--- src/rtl/muldiv_sequencer_pkg.sv ---
// Shared ISA opcode encodings and mul/div helpers.
// Imported by the control unit and the mul/div sequencer.
package muldiv_sequencer_pkg;

    localparam int OP_W = 3;

    localparam logic [OP_W-1:0] OPC_DIV  = 3'b000;
    localparam logic [OP_W-1:0] OPC_MULI = 3'b001;
    localparam logic [OP_W-1:0] OPC_DIVI = 3'b010;
    localparam logic [OP_W-1:0] OPC_MUL  = 3'b111;

    typedef enum logic {
        KIND_MUL = 1'b0,
        KIND_DIV = 1'b1
    } md_kind_e;

    function automatic logic is_muldiv(input logic [OP_W-1:0] op);
        return (op == OPC_MUL) || (op == OPC_MULI) ||
               (op == OPC_DIV) || (op == OPC_DIVI);
    endfunction

    function automatic md_kind_e decode_kind(input logic [OP_W-1:0] op);
        return ((op == OPC_DIV) || (op == OPC_DIVI)) ? KIND_DIV : KIND_MUL;
    endfunction

endpackage

--- src/rtl/muldiv_step.sv ---
// One radix-2 iteration: shift-add multiply or restoring divide.
// Purely combinational; the sequencer owns every register.
module muldiv_step
    import muldiv_sequencer_pkg::*;
#(
    parameter int WIDTH = 16
) (
    input  md_kind_e               mode,
    input  logic [2*WIDTH-1:0]     acc,
    input  logic [WIDTH-1:0]       operand,
    output logic [2*WIDTH-1:0]     acc_next
);

    logic [WIDTH:0]   sum;
    logic [WIDTH:0]   shifted;
    logic             fits;
    logic [WIDTH-1:0] rem_sub;

    // Multiply: add multiplicand on LSB=1, shift right. Divide: shift in
    // dividend MSB, keep the difference only when it does not go negative.
    always_comb begin
        sum      = {1'b0, acc[2*WIDTH-1:WIDTH]}
                 + (acc[0] ? {1'b0, operand} : '0);
        shifted  = {acc[2*WIDTH-1:WIDTH], acc[WIDTH-1]};
        fits     = (shifted >= {1'b0, operand});
        rem_sub  = shifted[WIDTH-1:0] - operand;
        acc_next = '0;
        if (mode == KIND_MUL) begin
            acc_next = {sum, acc[WIDTH-1:1]};
        end else if (fits) begin
            acc_next = {rem_sub, acc[WIDTH-2:0], 1'b1};
        end else begin
            acc_next = {shifted[WIDTH-1:0], acc[WIDTH-2:0], 1'b0};
        end
    end

endmodule

--- src/rtl/muldiv_sequencer.sv ---
// Multi-cycle unsigned multiply/divide controller, one bit per clock.
// Accumulator upper half holds product-high/remainder, lower half product-low/quotient.
module muldiv_sequencer
    import muldiv_sequencer_pkg::*;
#(
    parameter int WIDTH    = 16,
    parameter int OP_WIDTH = OP_W
) (
    input  logic                clk,
    input  logic                rst,
    input  logic                start,
    input  logic [OP_WIDTH-1:0] opcode,
    input  logic [WIDTH-1:0]    operand_a,
    input  logic [WIDTH-1:0]    operand_b,
    output logic                busy,
    output logic                done,
    output logic [WIDTH-1:0]    result_low,
    output logic [WIDTH-1:0]    result_high,
    output logic                zero,
    output logic                overflow,
    output logic                div_by_zero
);

    localparam int CW = $clog2(WIDTH);

    typedef enum logic [1:0] {
        S_IDLE = 2'd0,
        S_RUN  = 2'd1,
        S_DONE = 2'd2
    } state_e;

    state_e               state;
    md_kind_e             kind;
    md_kind_e             new_kind;
    logic [WIDTH-1:0]     operand;
    logic [2*WIDTH-1:0]   acc;
    logic [2*WIDTH-1:0]   acc_next;
    logic [CW-1:0]        cnt;
    logic                 accept;
    logic                 last;

    assign new_kind = decode_kind(opcode);
    assign accept   = start && (state != S_RUN) && is_muldiv(opcode);
    assign last     = (cnt == CW'(WIDTH - 1));
    assign busy     = (state == S_RUN);
    assign done     = (state == S_DONE);

    muldiv_step #(.WIDTH(WIDTH)) u_step (
        .mode     (kind),
        .acc      (acc),
        .operand  (operand),
        .acc_next (acc_next)
    );

    // Sequencer FSM: launch, iterate, and register results on entry to DONE.
    always_ff @(posedge clk or posedge rst) begin
        if (rst) begin
            state       <= S_IDLE;
            kind        <= KIND_MUL;
            operand     <= '0;
            acc         <= '0;
            cnt         <= '0;
            result_low  <= '0;
            result_high <= '0;
            zero        <= 1'b0;
            overflow    <= 1'b0;
            div_by_zero <= 1'b0;
        end else if (accept) begin
            kind    <= new_kind;
            cnt     <= '0;
            if (new_kind == KIND_MUL) begin
                operand <= operand_a;
                acc     <= {{WIDTH{1'b0}}, operand_b};
            end else begin
                operand <= operand_b;
                acc     <= {{WIDTH{1'b0}}, operand_a};
            end
            if (new_kind == KIND_DIV && operand_b == '0) begin
                state       <= S_DONE;
                result_low  <= '1;
                result_high <= operand_a;
                zero        <= 1'b0;
                overflow    <= 1'b0;
                div_by_zero <= 1'b1;
            end else begin
                state <= S_RUN;
            end
        end else begin
            unique case (state)
                S_RUN: begin
                    acc <= acc_next;
                    cnt <= cnt + 1'b1;
                    if (last) begin
                        state       <= S_DONE;
                        result_low  <= acc_next[WIDTH-1:0];
                        result_high <= acc_next[2*WIDTH-1:WIDTH];
                        zero        <= (acc_next[WIDTH-1:0] == '0);
                        overflow    <= (kind == KIND_MUL) &&
                                       (acc_next[2*WIDTH-1:WIDTH] != '0);
                        div_by_zero <= 1'b0;
                    end
                end
                S_DONE:  state <= S_IDLE;
                default: state <= S_IDLE;
            endcase
        end
    end

endmodule

--- config.mk ---
export PLATFORM = sky130hd
export DESIGN_NAME = muldiv_sequencer
export DESIGN_NICKNAME = d
export VERILOG_FILES = /design/src/rtl/muldiv_sequencer_pkg.sv /design/src/rtl/muldiv_step.sv /design/src/rtl/muldiv_sequencer.sv
export SDC_FILE = /design/constraint.sdc
export NUM_CORES = 1
export LEC_CHECK = 0
export CELL_PAD_IN_SITES_DETAIL_PLACEMENT = 1
export CELL_PAD_IN_SITES_GLOBAL_PLACEMENT = 1
export CORE_MARGIN = 2
export CORE_UTILIZATION = 32
export CTS_BUF_LIST = sky130_fd_sc_hd__clkbuf_4 sky130_fd_sc_hd__clkbuf_8
export DETAILED_ROUTE_END_ITERATION = 10
export GPL_ROUTABILITY_DRIVEN = 0
export PLACE_DENSITY_LB_ADDON = 0.08
export SETUP_SLACK_MARGIN = 0.2
export SLEW_MARGIN = 20
export SYNTH_ARGS = -nofsm -noshare
export SYNTH_HDL_FRONTEND = slang
export SYNTH_SLANG_ARGS = --single-unit
export TNS_END_PERCENT = 20
--- constraint.sdc ---
create_clock -name clk -period 7.91 [get_ports clk]
set_input_delay 1.582 -clock clk [delete_from_list [all_inputs] [get_ports clk]]
set_output_delay 1.582 -clock clk [all_outputs]
set_load 0.03 [all_outputs]
Word level (Yosys, flattened, before mapping)
Index checks and enable logic that the tools add are counted.
{"block": "classes", "addsub": 3, "order_cmp": 1, "n_eq_ne": 9, "n_mux": 33, "n_bitwise": 1, "reduce_logical": 15}
{"operator": "16-bit two-way mux", "count": 11}
{"operator": "32-bit two-way mux", "count": 4}
{"operator": "16-bit zero test", "count": 2}
{"operator": "16-bit by 17-bit adder with 17-bit output", "count": 1}
{"operator": "17-bit by 16-bit greater-or-equal comparator with 1-bit output", "count": 1}
{"operator": "16-bit nonzero test", "count": 1}
{"operator": "16-bit subtractor", "count": 1}
{"operator": "1-bit two-way mux", "count": 12}
{"operator": "2-bit two-way mux", "count": 4}
{"operator": "4-bit two-way mux", "count": 2}
{"operator": "4-bit by 1-bit adder with 4-bit output (second input constant)", "count": 1}
{"operator": "4-bit equality test (second input constant)", "count": 1}
{"operator": "1-bit logical AND", "count": 4}
{"operator": "1-bit logical OR", "count": 4}
{"operator": "2-bit by 1-bit != test with 1-bit output (second input constant)", "count": 2}
{"operator": "2-bit nonzero test", "count": 2}
{"operator": "3-bit by 1-bit equality test with 1-bit output (second input constant)", "count": 1}
{"operator": "3-bit by 2-bit equality test with 1-bit output (second input constant)", "count": 1}
{"operator": "3-bit equality test (second input constant)", "count": 1}
{"operator": "3-bit zero test", "count": 1}
{"operator": "3-bit by 1-bit != test with 1-bit output (second input constant)", "count": 1}
{"operator": "3-bit AND reduction", "count": 1}
{"operator": "2-bit by 1-bit equality test with 1-bit output (second input constant)", "count": 1}
{"operator": "2-bit equality test (second input constant)", "count": 1}
{"operator": "1-bit NOT", "count": 1}
{"block": "word_totals", "ff_bits": 90, "out_inout_bits": 37, "wordCells": 72}

Depth between registers and ports, before layout
Gate-level depths: netlist (run 1).
{"block": "depth", "word_depth": 8, "depth_mapped": 13}

Modules after synthesis
From an unflattened synthesis (run 1), not the netlist that was laid out.
{"block": "hier_totals", "cells_unflattened": 803, "area_unflattened_um2": 6537.5}
{"module": "muldiv_sequencer", "n_inst": 1, "cells_per_inst": 507, "area_per_inst_um2": 4322.9}
{"module": "muldiv_step", "n_inst": 1, "cells_per_inst": 296, "area_per_inst_um2": 2214.6}

Worst setup path before layout (run 1)
No wires, ideal clock.
{"block": "synth_path", "path_kind": "input to register", "start": "input port operand_b[4]", "end": "register result_high[11]", "setup_time_ns": 0.141, "arrival_ns": 3.296, "t_required_ns": 7.769, "setup_slack_ns": 4.472, "stages": 9, "n_path_buf": 2, "path_cell_list": "or4_1 -> nor4_1 -> and4_1 -> and2_1 -> buf_6 -> nor2_1 -> clkinv_1 -> clkbuf_1 -> a31oi_1"}
{"block": "synth_via", "elab_chain_len": 4}
{"item": "start, declared", "line_no": "muldiv_sequencer.sv:14", "text": "input logic [WIDTH-1:0] operand_b,"}
{"item": "16-bit zero test", "line_no": "muldiv_sequencer.sv:78", "text": "if (new_kind == KIND_DIV && operand_b == '0) begin"}
{"item": "1-bit logical AND", "line_no": "muldiv_sequencer.sv:78"}
{"item": "2-bit by 1-bit != test with 1-bit output (no source line)"}
{"item": "3-bit AND reduction (no source line)"}
{"item": "end signal, assigned", "line_no": "muldiv_sequencer.sv:81", "text": "result_high <= operand_a;"}
{"item": "end signal, assigned", "line_no": "muldiv_sequencer.sv:96", "text": "result_high <= acc_next[2*WIDTH-1:WIDTH];"}
{"item": "end, declared", "line_no": "muldiv_sequencer.sv:18", "text": "output logic [WIDTH-1:0] result_high,"}
No other way between the ends.
A chain may end at the register's enable or synchronous reset.

Worst setup path in the final report (run 1)
{"block": "layout_path", "start": "input port opcode[0]", "end": "register result_high[14]"}
{"block": "layout_via", "elab_chain_len": 7}
{"item": "start, declared", "line_no": "muldiv_sequencer.sv:12", "text": "input logic [OP_WIDTH-1:0] opcode,"}
{"item": "3-bit equality test / 3-bit by 1-bit equality test with 1-bit output (equally long branches)", "line_no": "muldiv_sequencer_pkg.sv:18", "text": "return (op == OPC_MUL) || (op == OPC_MULI) ||"}
{"item": "1-bit logical OR (2 in a row)", "line_no": "muldiv_sequencer_pkg.sv:18"}
{"item": "1-bit logical OR", "line_no": "muldiv_sequencer_pkg.sv:19", "text": "(op == OPC_DIV) || (op == OPC_DIVI);"}
{"item": "1-bit logical AND", "line_no": "muldiv_sequencer.sv:43", "text": "assign accept = start && (state != S_RUN) && is_muldiv(opcode);"}
{"item": "2-bit by 1-bit != test with 1-bit output (no source line) / 2-bit nonzero test (equally long branches)"}
{"item": "3-bit AND reduction (no source line)"}
Several ways; a longest one is shown, not always the timed one.

==> results.tsv, run 1 <==
stage	metric	value	unit
status	status	finished, final reports clean	
synthesis	netlist-cell-type-count	74	
sta	fin_setup_tns	0	ns
floorplan	dieWidth	144	um
clock_tree	clock_latency	0.38	ns
min_path	min_to	div_by_zero	
synthesis	synth_area_per_cell	8.65	sq um
synthesis	synth_warnings	0	
floorplan	die-area	0.0207	sq mm
clock_tree	numCtsBuffers	9	
sta	fin_crit_sh	65.9	%
setup_path	cp.required	8.18	ns
setup_path	path_buf_inv	3	
synthesis	synth_compound_area_share	25.2	%
synthesis	synth-adder-area-share	7.24	%
setup_path	critPathMaxFanout	66	
place	dpl_cell_area	0.00714	sq mm
floorplan	boundaryPins	75	
sta	rsz0062_at_grt	no	
setup_path	r2r_slack	3.54	ns
setup_path	critPathTopFamily	simple AND/OR/NAND/NOR gates	
min_path	min-delay-start	div_by_zero	
synthesis	seq_area_frac_synth	36.0	%
job	maxCapViolCount	0	
clock_tree	postCtsResizedCells	0	
setup_path	cpMaxStageDelayCell	nor2_1	
place	dpl.hpwl	17900	um
routing	drc_errors	0	
synthesis	synth.top_cells.by_area	dfrtp_1, ha_1, o21ai_0	
sta	hold_viol_final	0	
clock_tree	clock_sinks	90	
routing	wl	23500	um
place	port_buffers	74	
routing	viasPerCell	5.64	
synthesis	yosys_most_used_dff	dfrtp_1	
synthesis	synth_edf_count	0	
setup_path	cp-end-kind	flop	
sta	min_period	5.21	ns
synthesis	synth-simple-area-share	16.7	%
setup_path	path_class	in2reg	
setup_path	cp.arrival	5.49	ns
setup_path	cpPeakStageDelay	0.87	ns
global_route	antenna_found_initial	0	
setup_path	reg2reg_depth	11	
cells_and_area	antenna_cells	0	
floorplan	initial_core_util	32.4	%
setup_path	worstPathCellList	clkdlybuf4s50_1, nand2_1, xor2_1, and3_2, buf_4, and2_1, nor2_1, clkinv_1, o21ai_0, a21oi_1, a21o_1	
global_route	gr-total-overflow	0	
synthesis	yosys-top-cells-count	dfrtp_1, o21ai_0, nor2_1	
floorplan	std_cell_rows	51	
setup_path	r2r_end	overflow	
synthesis	async_reset_ff_share	100	%
cells_and_area	drive_above_1_share	6.31	%
routing	dr.pass1.iters	5	
synthesis	synth_top_area_cell	dfrtp_1	
synthesis	synthMuxAreaShare	6.22	%
routing	wl_per_cell	22.6	um
sta	fin_skew	0.0114	ns
synthesis	syn_nets	796	
routing	ant_nets	0	
global_route	grt_pass1_vias	6110	
floorplan	dieHeight	144	um
clock_tree	post-cts-setup-buffers	0	
cells_and_area	area_delta_synth_final	17.5	%
clock_tree	holdBufCountCts	0	
sta	slew_violations	0	
synthesis	synth_top_family_by_area	compound AO/OA/AOI/OAI gates	
clock_tree	cts_tree	built	
sta	slew_headroom	31.8	%
synthesis	synth-xor-area-share	3.08	%
setup_path	crit-reg2reg-launch	acc[0]	
sta	whs	0.494	ns
min_path	holdPathStages	1	
global_route	grt_max_degree	67	
floorplan	core	0.0193	sq mm
synthesis	synth_most_common_cell	dfrtp_1	
clock_tree	path_clk_slew	0.10	ns
synthesis	yosysTopAreaCellShare	36.0	%
sta	setup_viol	0	
synthesis	synthCells	723	
sta	tightestPinTransition	1.02	ns
global_route	grt_pass1_wl	36600	um
sta	fmax	192	MHz
clock_tree	cts_max_path_buffers	2	
global_route	grt_use_total	23.5	%
synthesis	syn_area	0.00626	sq mm
clock_tree	clockRootBuffer	clkbuf_8	
routing	drtIter0Drc	411	
cells_and_area	nets	844	
routing	vias	5872	
synthesis	synth_seq_cells	90	
clock_tree	cts.htree.levels	3	
min_path	min_path_type	reg2reg	
cells_and_area	design_area	0.00735	sq mm
setup_path	start_kind	input port	
## worst register-to-register path: cells and delay by family, from the launching register on
kind            cells  cell delay, ns
compound gates      6            2.17
fa+ha+maj           2            0.69
flops               1            0.61
simple gates        3            0.76
## through the flow
step	util (%)	worst slack, ns	instances
6_report	38.0	2.70	1041
5_1_grt	38.0	2.34	1041
4_1_cts	38.0	2.77	1041
3_5_place_dp	36.9	2.36	1025
3_3_place_gp	36.9	2.55	1025
2_1_floorplan	-	3.99	723
## cell type report
type | instances | area [sq um]
Clock buffer | 9 | 124
Clock inverter | 7 | 85.1
Fill cell | 2281 | 12000
Inverter | 30 | 115
Multi-Input combinational cell | 561 | 3670
Sequential cell | 90 | 2250
Tap cell | 265 | 332
Timing Repair Buffer | 79 | 778
## routing by layer
| layer | track usage [%] | wire (um) |
|---|---|---|
| met1 | 34.3 | 11600 |
| met2 | 37.2 | 10800 |
| met3 | 3.50 | 826 |
| met4 | 4.64 | 233 |
| met5 | 0 | 0 |
## layout by cell type (no fill, tap or decap), drive strengths merged, types with 8 or more instances in the layout
cell	synthesis	final
dfrtp	90	90
a21o	11	11
xor2	12	12
xnor2	10	10
o22ai	16	16
clkbuf	29	9
ha	33	33
a31oi	8	8
nor2	71	71
inv	29	32
a21oi	54	54
clkdlybuf4s50	0	74
nand3	36	36
a221oi	17	17
and2	18	18
nand2	54	54
mux2i	34	34
o21ai	80	80
## flip-flops by register name (all words and copies together), names as in the netlist
register / flops
acc: 32
operand: 16
cnt: 4
overflow: 1
div_by_zero: 1
kind: 1
result_low: 16
state: 2
zero: 1
result_high: 16
## kinds of logic (layout without fill, tap and decap cells)
logic type / Yosys count / count (layout)
simple gates: 221 / 221
xor+xnor: 22 / 22
fa+ha+maj: 35 / 35
flops: 90 / 90
mux: 38 / 38
compound gates: 245 / 245
buf+inv: 72 / 125
## worst max-delay path by stage
stage	cells after the start	slack [ns]	end	startpoint
6_report	11	2.70	result_high[14]	opcode[0]
3_3_place_gp	11	2.55	result_high[14]	opcode[0]
5_1_grt	11	2.34	result_high[14]	opcode[0]
3_5_place_dp	11	2.36	result_high[14]	opcode[0]
2_1_floorplan	1	3.99	acc[0]	rst
4_1_cts	11	2.77	result_high[14]	opcode[0]
Power of run 1 is left out: the tool's default activity adds up to more than one toggle a clock period on the data nets, which glitch-free logic cannot reach.
==> inputs of run 2 (changes only) <==
Clock period 7.91 ns to 4.8 ns, I/O delays scaled along.
==> run 2 against run 1 <==
Critical path depth unchanged. Die area stayed put. Sequential cell count unchanged. Setup slack got worse by 2.1 ns. Cell count increased by 0.29%. Largest cell class unchanged.
==> results.tsv, run 2 (synthesis gave the netlist of run 1 again) <==
stage	metric	value	unit	change
clock_tree	cts_tree	built		unchanged
floorplan	boundaryPins	75		unchanged
routing	dr.pass1.iters	5		unchanged
global_route	gr-total-overflow	0		unchanged
clock_tree	holdBufCountCts	0		unchanged
setup_path	cpPeakStageDelay	0.61	ns	was 0.87 ns
cells_and_area	nets	847		was 844
cells_and_area	n_fill_cell	2298		was 2281
floorplan	die-area	0.0207	sq mm	unchanged
setup_path	path_buf_inv	0		was 3
setup_path	cp.required	5.02	ns	was 8.18 ns
routing	vias	5810		was 5872
clock_tree	clockRootBuffer	clkbuf_8		unchanged
min_path	min-delay-start	div_by_zero		unchanged
global_route	grt_max_degree	77		was 67
sta	hold_viol_final	0		unchanged
min_path	min_path_type	reg2reg		unchanged
global_route	grt_pass1_vias	6007		was 6110
cells_and_area	regMostFlops	acc		unchanged
sta	setup_viol	0		unchanged
setup_path	cp.arrival	4.47	ns	was 5.49 ns
clock_tree	post-cts-setup-buffers	0		unchanged
cells_and_area	most-common-layout-cells	dfrtp_1, o21ai_0, clkdlybuf4s50_1		unchanged
sta	slew_violations	0		unchanged
floorplan	dieWidth	144	um	unchanged
routing	drc_errors	0		unchanged
global_route	grt_pass1_wl	36000	um	was 36600 um
setup_path	cpMaxStageDelayCell	a2111oi_0		was nor2_1
sta	fin_crit_sh	88.5	%	
setup_path	worstSetupStartpoint	acc[0]		was opcode[0]
setup_path	critPathMaxFanout	18		was 66
clock_tree	cts_max_path_buffers	2		unchanged
cells_and_area	area_delta_synth_final	17.7	%	was 17.5%
cells_and_area	drive_above_1_share	6.68	%	was 6.31%
sta	slew_headroom	33.3	%	was 31.8%
global_route	antenna_found_initial	0		unchanged
sta	fin_skew	0.0154	ns	was 0.0114 ns
setup_path	cp-end-kind	flop		unchanged
routing	ant_nets	0		unchanged
sta	fin_setup_tns	0	ns	unchanged
clock_tree	path_clk_slew	0.11	ns	was 0.10 ns
sta	min_period	4.25	ns	
setup_path	path_class	reg2reg		was in2reg
cells_and_area	largest_register_ffs	32		unchanged
routing	drtIter0Drc	390		was 411
cells_and_area	antenna_cells	0		unchanged
clock_tree	clock_latency	0.39	ns	was 0.38 ns
cells_and_area	layout_commonest_cell	dfrtp_1		unchanged
setup_path	critPathTopFamily	compound AO/OA/AOI/OAI gates		was simple AND/OR/NAND/NOR gates
floorplan	std_cell_rows	51		unchanged
clock_tree	postCtsResizedCells	0		unchanged
routing	wl	23200	um	was 23500 um
setup_path	worstPathCellList	and2_1, ha_1, fa_1, a21oi_1, o2111ai_1, a211oi_1, nor3_1, a2111oi_0, o211ai_1, nor4_1, a41oi_1		was clkdlybuf4s50_1, nand2_1, xor2_1, and3_2, buf_4, and2_1, nor2_1, clkinv_1, o21ai_0, a21oi_1, a21o_1
clock_tree	cts.htree.levels	3		unchanged
routing	wl_per_cell	22.2	um	was 22.6 um
floorplan	initial_core_util	32.4	%	unchanged
setup_path	crit-reg2reg-launch	acc[0]		unchanged
place	dpl.hpwl	17700	um	was 17900 um
global_route	grt_use_total	23.3	%	was 23.5%
clock_tree	clock_sinks	90		unchanged
routing	viasPerCell	5.57		was 5.64
sta	fmax	235	MHz	
setup_path	start_kind	flop		was input port
clock_tree	numCtsBuffers	9		unchanged
sta	tightestPinTransition	0.997	ns	was 1.02 ns
job	maxCapViolCount	0		unchanged
floorplan	core	0.0193	sq mm	unchanged
status	status	finished, final reports clean		unchanged
place	port_buffers	74		unchanged
sta	rsz0062_at_grt	no		unchanged
floorplan	dieHeight	144	um	unchanged
run 2: path summary, 6_finish.rpt:
path	to	slack, ns	cells after the start
max reg2reg	overflow	0.55	11
min reg2reg	div_by_zero	0.50	1
max	overflow	0.55	11
min in group asynchronous	acc[18]	1.13	2
max in group asynchronous	result_high[1]	2.81	3
min	div_by_zero	0.50	1
run 2: worst register-to-register path, cell delays in order (launching register included):
cell       delay (ns)
dfrtp_1          0.59
and2_1           0.27
ha_1             0.22
fa_1             0.42
a21oi_1          0.30
o2111ai_1        0.29
a211oi_1         0.59
nor3_1           0.12
a2111oi_0        0.61
o211ai_1         0.18
nor4_1           0.32
a41oi_1          0.17
run 2: area by class of cell:
| type | instances | area [sq um] | share of cell area [%] |
|---|---|---|---|
| clock buffers | 10 | 131 | 1.78 |
| clock inverters | 6 | 72.6 | 0.985 |
| inverters | 30 | 115 | 1.56 |
| multi-input cells | 561 | 3660 | 49.7 |
| flip-flops and latches | 90 | 2250 | 30.6 |
| well taps | 265 | 332 | 4.50 |
| repair buffers | 82 | 801 | 10.9 |
run 2: per-layer routing:
layer	share of wire, %	vias to the layer above	global-route usage (%)
met5	0	-	0
met1	49	2874	33.5
met4	1.4	0	5.88
met2	45	164	36.2
li1	-	2750	-
met3	4.7	22	4.13
run 2: through the flow:
step	setup slack, ns	hold WS [ns]	area (sq um)	instances	util [%]
finish	0.552	0.499	7370	1044	38.1
global route	0.220	0.542	7370	1044	38.1
CTS	0.622	0.512	7370	1044	38.1
global placement	0.529	0.460	7160	1028	37.0
floorplan	1.50	0.470	6260	723	-
detailed placement	0.351	0.476	7160	1028	37.0
Power of run 2 is left out for the same reason.
==> inputs of run 3 (changes only) <==
Settings changed: CAP_MARGIN set to 10, PLACE_DENSITY_LB_ADDON 0.08 to 0.1, SKIP_CTS_REPAIR_TIMING set to 1.
==> run 3 against run 2 <==
Non-clock buffer count rose by 1. Cell count barely moved. Worst hold slack got worse by 0.0038 ns. Utilization rose by 0.071 points. Global-route usage fell by 0.053 points. Critical path type unchanged.
==> results.tsv, run 3 (synthesis gave the netlist of run 1 again) <==
stage	metric	value	unit	change
setup_path	cp-end-kind	flop		unchanged
routing	top_layer_used	met4		unchanged
sta	slew_headroom	30.8	%	was 33.3%
min_path	min_path_type	reg2reg		unchanged
cells_and_area	largest_register_ffs	32		unchanged
floorplan	dieHeight	144	um	unchanged
clock_tree	cts_max_path_buffers	2		unchanged
sta	rsz0062_at_grt	no		unchanged
sta	fin_setup_tns	0	ns	unchanged
global_route	antenna_found_initial	0		unchanged
clock_tree	clock_latency	0.38	ns	was 0.39 ns
routing	dr.pass1.iters	5		unchanged
global_route	gr-total-overflow	0		unchanged
cells_and_area	drive_above_1_share	6.79	%	was 6.68%
sta	slew_violations	0		unchanged
cells_and_area	area_delta_synth_final	18.0	%	was 17.7%
global_route	grt_max_degree	72		was 77
setup_path	path_class	reg2reg		unchanged
setup_path	cpMaxStageDelayCell	dfrtp_1		was a2111oi_0
cells_and_area	most-common-layout-cells	dfrtp_1, o21ai_0, clkdlybuf4s50_1		unchanged
setup_path	cp.required	5.02	ns	about the same
job	maxCapViolCount	0		unchanged
floorplan	die-area	0.0207	sq mm	unchanged
routing	viasPerCell	5.53		was 5.57
setup_path	critPathMaxFanout	18		unchanged
floorplan	core	0.0193	sq mm	unchanged
global_route	grt_use_total	23.2	%	was 23.3%
routing	drc_errors	0		unchanged
sta	fin_skew	0.0146	ns	was 0.0154 ns
clock_tree	cts.htree.levels	3		unchanged
sta	min_period	4.11	ns	was 4.25 ns
setup_path	start_kind	flop		unchanged
routing	drt-met1-wl	11100	um	was 11400 um
place	port_buffers	74		unchanged
routing	wl	23100	um	was 23200 um
status	status	finished, final reports clean		unchanged
sta	tightestPinTransition	1.03	ns	was 0.997 ns
sta	fin_crit_sh	85.7	%	was 88.5%
global_route	grt_pass1_vias	5986		was 6007
sta	fmax	243	MHz	was 235 MHz
setup_path	worstPathCellList	and2_1, ha_1, fa_1, a21oi_1, o2111ai_1, a211oi_1, nor3_1, a2111oi_0, o211ai_1, nor4_1, a41oi_1		unchanged
routing	ant_nets	0		unchanged
routing	met3WireLength	1270	um	was 1080 um
clock_tree	path_clk_slew	0.10	ns	was 0.11 ns
floorplan	initial_core_util	32.4	%	unchanged
setup_path	r2r_slack	0.69	ns	was 0.55 ns
floorplan	boundaryPins	75		unchanged
sta	hold_viol_final	0		unchanged
routing	drtIter0Drc	317		was 390
floorplan	std_cell_rows	51		unchanged
clock_tree	clockRootBuffer	clkbuf_8		unchanged
clock_tree	cts_tree	built		unchanged
routing	wl_met2	10200	um	was 10400 um
routing	wl_per_cell	22.1	um	was 22.2 um
clock_tree	numCtsBuffers	9		unchanged
floorplan	dieWidth	144	um	unchanged
cells_and_area	regMostFlops	acc		unchanged
routing	vias	5774		was 5810
setup_path	cpPeakStageDelay	0.59	ns	was 0.61 ns
cells_and_area	layout_commonest_cell	dfrtp_1		unchanged
clock_tree	clock_sinks	90		unchanged
cells_and_area	antenna_cells	0		unchanged
cells_and_area	nets	848		was 847
place	dpl.hpwl	17900	um	was 17700 um
global_route	grt_pass1_wl	36000	um	about the same
sta	setup_viol	0		unchanged
setup_path	cp.arrival	4.34	ns	was 4.47 ns
run 3: cell count changes in the layout (fill, tap and decap cells not counted), sizes merged:
cell	previous run	this run
clkinvlp	1	0
clkinv	2	3
buf	8	9
run 3: cell type report:
type / instances / area, sq um
fillers: 2253 / 12000
multi-input cells: 561 / 3660
flip-flops and latches: 90 / 2250
repair buffers: 83 / 808
well taps: 265 / 332
clock buffers: 10 / 138
inverters: 30 / 115
clock inverters: 6 / 72.6
run 3: per-stage QoR:
step,std cells,hold WS (ns),setup slack [ns],utilization (%),area (sq um)
global route,1045,0.526,0.328,38.2,7380
finish,1045,0.495,0.686,38.2,7380
CTS,1045,0.506,0.708,38.2,7380
floorplan,723,0.470,1.50,-,6260
detailed placement,1029,0.480,0.324,37.1,7170
global placement,1029,0.461,0.484,37.1,7170
run 3: routing by layer:
| metal | vias up | track usage [%] |
|---|---|---|
| li1 | 2757 | - |
| met1 | 2828 | 33.3 |
| met2 | 160 | 35.3 |
| met3 | 29 | 4.60 |
| met4 | 0 | 7.12 |
| met5 | - | 0 |
run 3: final timing paths:
check | start | endpoint | cells after the start
min reg2reg | div_by_zero | div_by_zero | 1
max in group asynchronous | rst | result_low[12] | 3
min in group asynchronous | rst | acc[22] | 2
min | div_by_zero | div_by_zero | 1
max | acc[0] | overflow | 11
max reg2reg | acc[0] | overflow | 11
run 3: critical path, delay by kind of cell, from the launching register on:
kind	cells	cell delay [ns]
AO/OA/AOI/OAI	6	2.02
adder cells (fa/ha/maj)	2	0.63
AND/OR/NAND/NOR	3	0.72
flip-flops	1	0.59
Power of run 3 is left out for the same reason.
